--- config.mk ---
export PLATFORM = sky130hd
export DESIGN_NAME = key_search_dispatcher
export DESIGN_NICKNAME = d
export VERILOG_FILES = /design/src/rtl/key_search_dispatcher.sv
export SDC_FILE = /design/constraint.sdc
export NUM_CORES = 1
export LEC_CHECK = 0
export CAP_MARGIN = 20
export CORE_ASPECT_RATIO = 1.4
export CORE_UTILIZATION = 47
export CTS_CLUSTER_SIZE = 25
export DETAILED_ROUTE_END_ITERATION = 8
export PLACE_DENSITY_LB_ADDON = 0.2
export SYNTH_ARGS = -nofsm -noshare
export SYNTH_HDL_FRONTEND = slang
export SYNTH_SLANG_ARGS = --single-unit
export TNS_END_PERCENT = 100
--- constraint.sdc ---
create_clock -name clk -period 3.17 [get_ports clk]
set_clock_uncertainty 0.1 [all_clocks]
set_input_delay 0.317 -clock clk [delete_from_list [all_inputs] [get_ports clk]]
set_output_delay 0.317 -clock clk [all_outputs]
set_load 0.02 [all_outputs]
--- src/rtl/key_search_dispatcher.sv ---
// key_search_dispatcher
//   Brute-force key search controller. Walks an inclusive key range and hands
//   keys to NUM_CORES parallel decrypt/check cores. Each core gets at most one
//   key at a time. The first valid result stops further launches, and the
//   search waits until every in-flight core has reported back.
// Ports:
//   clk, rst_n              clock (rising edge), asynchronous active-low reset
//   crack_start             level request to run a search
//   key_lo, key_hi          inclusive search range, latched in LOAD
//   core_finish/core_valid  per-core result handshake inputs
//   core_start/core_ack     per-core one-cycle launch / acknowledge pulses
//   core_key                per-core key, slice i = core i, zero-extended
//   found_key               winning key, zero-extended
//   busy, done, found       search status flags
//   keys_tried              number of results acknowledged in this search
//   LEDR                    bit0 = found, bit1 = done without a valid key
module key_search_dispatcher #(
    parameter int unsigned KEY_W     = 22,
    parameter int unsigned SECRET_W  = 24,
    parameter int unsigned NUM_CORES = 4
) (
    input  logic                          clk,
    input  logic                          rst_n,
    input  logic                          crack_start,
    input  logic [KEY_W-1:0]              key_lo,
    input  logic [KEY_W-1:0]              key_hi,
    input  logic [NUM_CORES-1:0]          core_finish,
    input  logic [NUM_CORES-1:0]          core_valid,
    output logic [NUM_CORES-1:0]          core_start,
    output logic [NUM_CORES*SECRET_W-1:0] core_key,
    output logic [NUM_CORES-1:0]          core_ack,
    output logic [SECRET_W-1:0]           found_key,
    output logic                          busy,
    output logic                          done,
    output logic                          found,
    output logic [KEY_W:0]                keys_tried,
    output logic [9:0]                    LEDR
);

    localparam int unsigned IDX_W = (NUM_CORES > 1) ? $clog2(NUM_CORES) : 1;
    localparam int unsigned CNT_W = $clog2(NUM_CORES + 1);

    typedef enum logic [2:0] {
        S_IDLE,
        S_LOAD,
        S_DISPATCH,
        S_DRAIN,
        S_DONE_VALID,
        S_DONE_INVALID
    } state_t;

    state_t                r_state;
    state_t                w_state_nxt;
    logic [KEY_W:0]        r_next_key;
    logic [KEY_W:0]        r_key_hi;
    logic [NUM_CORES-1:0]  r_busy;
    logic [NUM_CORES-1:0]  r_core_start;
    logic [NUM_CORES-1:0]  r_core_ack;
    logic [SECRET_W-1:0]   r_core_key [NUM_CORES];
    logic [SECRET_W-1:0]   r_found_key;
    logic [KEY_W:0]        r_keys_tried;
    logic                  r_busy_flag;
    logic                  r_done;
    logic                  r_found;
    logic [9:0]            r_ledr;

    logic [NUM_CORES-1:0]  w_ack_set;
    logic [NUM_CORES-1:0]  w_valid_hit;
    logic                  w_any_valid;
    logic [IDX_W-1:0]      w_win_idx;
    logic                  w_free_any;
    logic [IDX_W-1:0]      w_free_idx;
    logic [CNT_W-1:0]      w_ack_cnt;
    logic                  w_keys_left;
    logic                  w_launch;

    always_comb begin
        // Finish is only honoured on cores that hold a key; busy clears with
        // the ack, so a finish still held during the ack cycle is not re-acked.
        w_ack_set   = core_finish & r_busy;
        w_valid_hit = w_ack_set & core_valid;
        w_any_valid = 1'b0;
        w_win_idx   = '0;
        w_free_any  = 1'b0;
        w_free_idx  = '0;
        w_ack_cnt   = '0;
        for (int unsigned i = 0; i < NUM_CORES; i++) begin
            if (w_valid_hit[i] && !w_any_valid) begin
                w_any_valid = 1'b1;
                w_win_idx   = IDX_W'(i);
            end
            if (!r_busy[i] && !w_free_any) begin
                w_free_any = 1'b1;
                w_free_idx = IDX_W'(i);
            end
            w_ack_cnt = w_ack_cnt + CNT_W'(w_ack_set[i]);
        end
        // next_key carries an extra bit so an all-ones key_hi ends the range
        // instead of wrapping back to zero.
        w_keys_left = (r_next_key <= r_key_hi);
        // A valid result suppresses the launch in the same cycle it is seen.
        w_launch    = (r_state == S_DISPATCH) && w_keys_left && w_free_any && !w_any_valid;

        w_state_nxt = r_state;
        case (r_state)
            S_IDLE:         if (crack_start) w_state_nxt = S_LOAD;
            S_LOAD:         w_state_nxt = (key_lo > key_hi) ? S_DONE_INVALID : S_DISPATCH;
            S_DISPATCH: begin
                if (w_any_valid)
                    w_state_nxt = S_DRAIN;
                else if (!w_keys_left && (r_busy == '0))
                    w_state_nxt = S_DONE_INVALID;
            end
            S_DRAIN:        if (r_busy == '0) w_state_nxt = S_DONE_VALID;
            S_DONE_VALID,
            S_DONE_INVALID: if (!crack_start) w_state_nxt = S_IDLE;
            default:        w_state_nxt = S_IDLE;
        endcase
    end

    always_ff @(posedge clk or negedge rst_n) begin
        if (!rst_n) begin
            r_state      <= S_IDLE;
            r_next_key   <= '0;
            r_key_hi     <= '0;
            r_busy       <= '0;
            r_core_start <= '0;
            r_core_ack   <= '0;
            r_found_key  <= '0;
            r_keys_tried <= '0;
            r_busy_flag  <= 1'b0;
            r_done       <= 1'b0;
            r_found      <= 1'b0;
            r_ledr       <= '0;
            for (int unsigned i = 0; i < NUM_CORES; i++) begin
                r_core_key[i] <= '0;
            end
        end else begin
            r_state      <= w_state_nxt;
            r_core_start <= '0;
            r_core_ack   <= w_ack_set;
            r_busy       <= r_busy & ~w_ack_set;
            r_keys_tried <= r_keys_tried + (KEY_W+1)'(w_ack_cnt);

            if (w_launch) begin
                r_core_start[w_free_idx] <= 1'b1;
                r_core_key[w_free_idx]   <= SECRET_W'(r_next_key[KEY_W-1:0]);
                r_busy[w_free_idx]       <= 1'b1;
                r_next_key               <= r_next_key + (KEY_W+1)'(1);
            end

            if ((r_state == S_DISPATCH) && w_any_valid) begin
                r_found_key <= r_core_key[w_win_idx];
            end

            if (r_state == S_LOAD) begin
                r_next_key   <= {1'b0, key_lo};
                r_key_hi     <= {1'b0, key_hi};
                r_keys_tried <= '0;
                r_found_key  <= '0;
                r_busy       <= '0;
                r_ledr       <= '0;
            end

            // Status flags are registered from the next state so they line up
            // with the state register.
            r_busy_flag <= (w_state_nxt == S_LOAD) || (w_state_nxt == S_DISPATCH) ||
                           (w_state_nxt == S_DRAIN);
            r_done      <= (w_state_nxt == S_DONE_VALID) || (w_state_nxt == S_DONE_INVALID);
            r_found     <= (w_state_nxt == S_DONE_VALID);
            if (w_state_nxt == S_DONE_VALID) begin
                r_ledr <= 10'b00_0000_0001;
            end else if (w_state_nxt == S_DONE_INVALID) begin
                r_ledr <= 10'b00_0000_0010;
            end
        end
    end

    always_comb begin
        core_key = '0;
        for (int unsigned i = 0; i < NUM_CORES; i++) begin
            core_key[i*SECRET_W +: SECRET_W] = r_core_key[i];
        end
    end

    assign core_start = r_core_start;
    assign core_ack   = r_core_ack;
    assign found_key  = r_found_key;
    assign keys_tried = r_keys_tried;
    assign busy       = r_busy_flag;
    assign done       = r_done;
    assign found      = r_found;
    assign LEDR       = r_ledr;

endmodule
# Word level (Yosys, flattened, before mapping)
# Cells that the tools add are included.
# word_totals
reg_bits	216
mem_count	0
ramBits	0
romBits	0
elab_cells	117
latchBits	0
out_inout_bits	164
in_bits	55
# classes
n_mul	0
div	0
muxes	40
magnitude_cmp	7
n_reduce_logical	32
shift	0
n_bitwise	7
n_addsub	5
n_eq_ne	10
# ops
cell	n
two-way mux 24 bit	5
bitwise mux 96 bit	1
two-way mux 23 bit	3
binary-select mux 24 bit (select 2 bit)	1
demux 24 bit (select 2 bit)	1
two-way mux 10 bit	3
adder 23 x 1 -> 23 bit, second input constant	1
adder 23 x 3 -> 23 bit	1
<= comparator 23 x 22 -> 1 bit	1
> comparator 22 bit	1
two-way mux 3 bit	6
case mux 3 bit (5 select lines)	1
logical AND 1 bit	13
AND 4 bit	3
== test 3 x 2 -> 1 bit, second input constant	4
== test 3 bit, second input constant	4
two-way mux 4 bit	3
two-way mux 1 bit	11
logical NOT 1 bit	10
two-way mux 2 bit	4
== test 3 x 1 -> 1 bit, second input constant	2
>= comparator 3 bit, second input constant	2
inverter 2 -> 3 bit	2
logical NOT 4 bit	1
other kinds (14)	17

# Depth between registers and ports, before layout
# logic_depth
word_depth	18
depth_mapped	15
mapped_depth_nobuf	14

# Worst setup path before layout
# OpenSTA, ideal clock, no wires.
# synth_timing
path_type	flip-flop to flip-flop
start	register r_busy[0]
end	register r_keys_tried[20], in the netlist keys_tried[20]
path_buffers	1
arrival_ps	3007
path_slack_ps	-15
setup_ps	78
stages_incl_launch_ff	16
t_required_ps	2992
period_less_slack_ps	3185
cell_sequence	dfrtp_1 clkbuf_1 inv_1 nor2_1 fa_1 inv_1 fa_1 inv_1 fa_1 and3_1 nor2b_1 nand2_1 nor2_1 nand2_1 or3_1 a21oi_1
# synth_via
elab_chain_len	6
# synth_lines
item	line_no	source
start: declaration	56	logic [NUM_CORES-1:0] r_busy;
start signal: assignment	142	r_busy <= r_busy & ~w_ack_set;
AND 4 bit	80	w_ack_set = core_finish & r_busy;
via w_ack_set[0]	67	logic [NUM_CORES-1:0] w_ack_set;
adder 1 x 1 -> 2 bit	96	w_ack_cnt = w_ack_cnt + CNT_W'(w_ack_set[i]);
adder 2 x 1 -> 3 bit	96	
adder 3 x 1 -> 3 bit	96	
adder 23 x 3 -> 23 bit	143	r_keys_tried <= r_keys_tried + (KEY_W+1)'(w_ack_cnt);
two-way mux 23 bit	156	if (r_state == S_LOAD) begin
end signal: assignment	143	
end: declaration	61	logic [KEY_W:0] r_keys_tried;
# The timed path passes the listed nets, and every way through them passes these cells.
# A chain may end at the register's enable or synchronous reset.

# Worst setup path in the final report
# layout_timing
start	register r_next_key[20]
end	register r_core_key (netlist bit core_key[24])
# layout_via
elab_chain_len	4
# layout_lines
item	line_no	source
start: declaration	54	logic [KEY_W:0] r_next_key;
start signal: assignment	149	r_next_key <= r_next_key + (KEY_W+1)'(1);
start signal: assignment	157	r_next_key <= {1'b0, key_lo};
<= comparator 23 x 22 -> 1 bit	100	w_keys_left = (r_next_key <= r_key_hi);
logical AND 1 bit (3 in a row)	102	w_launch = (r_state == S_DISPATCH) && w_keys_left && w_free_any && !w_any_valid;
end signal: indexed assignment	147	r_core_key[w_free_idx] <= SECRET_W'(r_next_key[KEY_W-1:0]);
end: declaration	59	logic [SECRET_W-1:0] r_core_key [NUM_CORES];
# Every way passes these cells.

==> impl_summary.log <==
INFO  metric setup.worst_path.start_class = register
INFO  metric critical_path_class = reg -> reg
INFO  metric die_w = 128 microns
INFO  metric total_die_area = 22700 sq um
INFO  metric finalCritPeriodShare = 95.9%
INFO  metric setup_violations_final = 0
INFO  metric cts-buffers-inserted = 17
INFO  metric rows = 63
INFO  metric post-route-util = 63.4%
INFO  metric max_freq = 329 MHz
INFO  metric synth_area = 10400 sq um
INFO  metric period_needed = 3.04 ns
INFO  metric routed_wl = 28.1 mm
INFO  metric dp_hpwl = 20.6 mm
INFO  metric rr_startpoint = r_next_key[20]$_DFFE_PN0P_
INFO  metric regToRegEndpoint = core_key[24]$_DFFE_PN0P_
INFO  metric count_of_h_tree_levels_built_during_cts = 4
INFO  metric detail_route.vias_per_cell = 5.39
INFO  metric p_per_area = 726 nW/um^2
INFO  metric yosys.area.top_type = dfrtp_1
INFO  metric drc = 0
INFO  metric worstRegToRegCells = 8
INFO  metric worstPathRequired = 3.39 ns
INFO  metric max-vdd-ir-drop = 434 uV
INFO  metric outcome = finished, final reports clean
INFO  metric cts_max_path_buffers = 2
INFO  metric portBuffers = 200
INFO  metric via_count_of_the_first_global_routing_pass = 8163
INFO  metric tritoncts = done
INFO  metric slew_headroom = 51.1%
INFO  metric synth_edf_count = 0
INFO  metric grt_start_max_net_pins = 88
INFO  metric min-delay-path-class = in -> reg
INFO  metric num_io_pins = 219
INFO  metric crit_path_start = r_next_key[20]$_DFFE_PN0P_
INFO  metric yosys-top-cells-area = dfrtp_1 48%, mux2_2 5.6%, ha_1 5.6%
INFO  metric die_y = 178 microns
INFO  metric min-delay-start = key_hi[9]
INFO  metric synth.top_cells.by_count = 198 x dfrtp_1, 118 x nor2_1, 114 x nand2_1, 82 x o21ai_0, 68 x nand3_1
INFO  metric grt_first_pass_wirelength = 43.4 mm
INFO  metric postSynth.asyncResetShare = 100%
INFO  metric crit_fanout = 12
INFO  metric drt_pass1_iterations = 7
INFO  metric worst_hold_path.endpoint = r_key_hi[9]$_DFFE_PN0P_
INFO  metric leakagePower = 0.00626 uW
INFO  metric dr.first_iter.drc_count = 485
INFO  metric syn_avg_cell_area = 9.95 sq um
INFO  metric synth.lib_cells_used.distinct = 60
INFO  metric routed-via-count = 8459
INFO  metric synth_seq_cells = 198
INFO  metric cp_capture_type = register
INFO  metric ys_seq_area_share = 47.8%
INFO  metric global_route.usage.total = 25.3%
INFO  metric clock-root-buffer = clkbuf_16
INFO  metric yosys.area.top_type_share = 47.8%
INFO  metric core_area = 21400 sq um
INFO  metric final_layout_size_suffix_gt1_share = 15.7%
INFO  metric depth_of_the_worst_hold_timing_path = 3
INFO  metric diodes = 0
INFO  metric worst_pin_slew = 0.734 ns
INFO  metric final_hold_vios = 0
INFO  metric synth_warnings = 0
INFO  metric ys_dominant_reg_cell = dfrtp_1
INFO  metric clock_latency_on_the_worst_skew_pair = 0.44 ns
INFO  metric clkSlewWorstSetupHoldPaths = 0.07 ns
INFO  metric nNetsFinal = 1368
INFO  metric grt_setup_unrepaired = no
INFO  metric antenna_found_initial = 1
INFO  metric clock_sink_count = 198
INFO  metric final_max_slew_viol_count = 0
INFO  metric design_power_total = 9870 uW
INFO  metric grt_overflow_total = 0
INFO  metric drt-wirelength-per-cell = 17.9 microns
INFO  metric most_repeated_cell_in_the_gate_level_netlist_after_synthesis = dfrtp_1
INFO  metric gp_routability_congestion = 0.844
INFO  metric start_util = 48.4%
INFO  metric regToRegSetupSlack = 0.13 ns
INFO  metric maxCapViolCount = 0
INFO  metric remaining_number_of_nets_flagged_by_the_antenna_check_after_routing = 0
INFO  metric netlist_instances = 1042
INFO  metric area_growth = 31.0%
INFO  metric cp.arrival = 3.26 ns
[cells by family after synthesis]
| family | share of synthesized area (%) |
|---|---|
| buffers and inverters | 6.09 |
| and+or+nand+nor | 16.0 |
| DFF | 47.8 |
| other | 0.0362 |
| adders and majority gates | 6.13 |
| xor gates and xnor gates | 2.53 |
| AOI/OAI and AO/OA | 10.4 |
| muxes | 11.1 |
[sequential cells by signal, indices dropped and copies added, names as in the netlist]
register    count
LEDR            2
r_key_hi       22
r_busy          4
found           1
keys_tried     23
r_state         3
done            1
core_key       88
core_ack        4
r_next_key     23
core_start      4
busy            1
found_key      22
[layout make-up]
type                    instances  area [sq um]
fillers                      1799          7850
flip-flops and latches        198          4950
multi-input cells             726          4900
repair buffers                259          2540
clock buffers                  18           429
well taps                     292           365
inverters                      62           233
clock inverters                14           163
[cells in the final DEF (no fill, tap or decap), drive strengths merged, types with 3 or more instances in the layout]
cell           instances
clkdlybuf4s50        199
dfrtp                198
nor2                 118
nand2                114
mux2                  88
o21ai                 82
nand3                 69
inv                   68
buf                   58
ha                    46
a21oi                 39
xnor2                 19
clkbuf                19
conb                  18
nand4                 17
a211oi                17
and3                  14
xor2                  11
clkinv                 7
and2                   6
nand2b                 6
a31oi                  6
and4                   4
a311oi                 4
nor4                   4
or3                    4
a21o                   3
nor3                   3
a2111oi                3
nor2b                  3
fa                     3
[where the power goes]
group,switching [uW],internal (uW),leakage (uW),total [uW]
clock network,1050,1130,0.000291,2180
logic,2420,1800,0.00335,4220
registers,387,3090,0.00262,3470
[metrics by stage]
stage / hold WS, ns / area (sq um) / setup TNS, ns / std cells / setup WS, ns
after global routing: 0.378 / 13600 / 0 / 1569 / 0.00809
after CTS: 0.356 / 13500 / 0 / 1568 / 0.0128
final: 0.369 / 13600 / 0 / 1569 / 0.131
after detailed placement: 0.327 / 12900 / -1.63 / 1535 / -0.329
after floorplan: -0.0786 / 10400 / 0 / 1059 / 0.0232
after global placement: 0.330 / 12900 / -0.661 / 1535 / -0.201
[routing by layer]
layer	vias to the layer above	routed length (microns)	part of all wire [%]	track usage [%]
met3	60	1230	4.4	4.10
li1	3985	-	-	-
met4	2	1220	4.3	13.0
met1	4133	11400	41	30.6
met2	279	14200	50	43.2
met5	-	13	0.046	0
[how the worst max path moves through the flow]
stage,end,slack (ns),cells past startpoint
global placement,keys_tried[20]$_DFF_PN0_,-0.20,14
finish,core_key[24]$_DFFE_PN0P_,0.13,8
CTS,keys_tried[20]$_DFF_PN0_,0.01,14
detailed placement,keys_tried[20]$_DFF_PN0_,-0.33,15
floorplan,keys_tried[20]$_DFF_PN0_,0.02,15
global route,core_key[27]$_DFFE_PN0P_,0.008,9
[critical path: stages, from the launching register on]
cell	delay [ns]
dfrtp_1	0.39
ha_1	0.31
a21o_1	0.19
a211o_1	0.31
a221oi_2	0.21
nand3_2	0.30
a2111oi_4	0.41
buf_4	0.34
mux2_2	0.37
[repair_timing]
action,in CTS,in global routing
endpoints found under the hold margin,85,0
buffers inserted,0,1
setup endpoints to repair,0,4
hold buffers,1,0
resized for setup,0,11
Note: power is estimated with default switching activity, not from simulation.
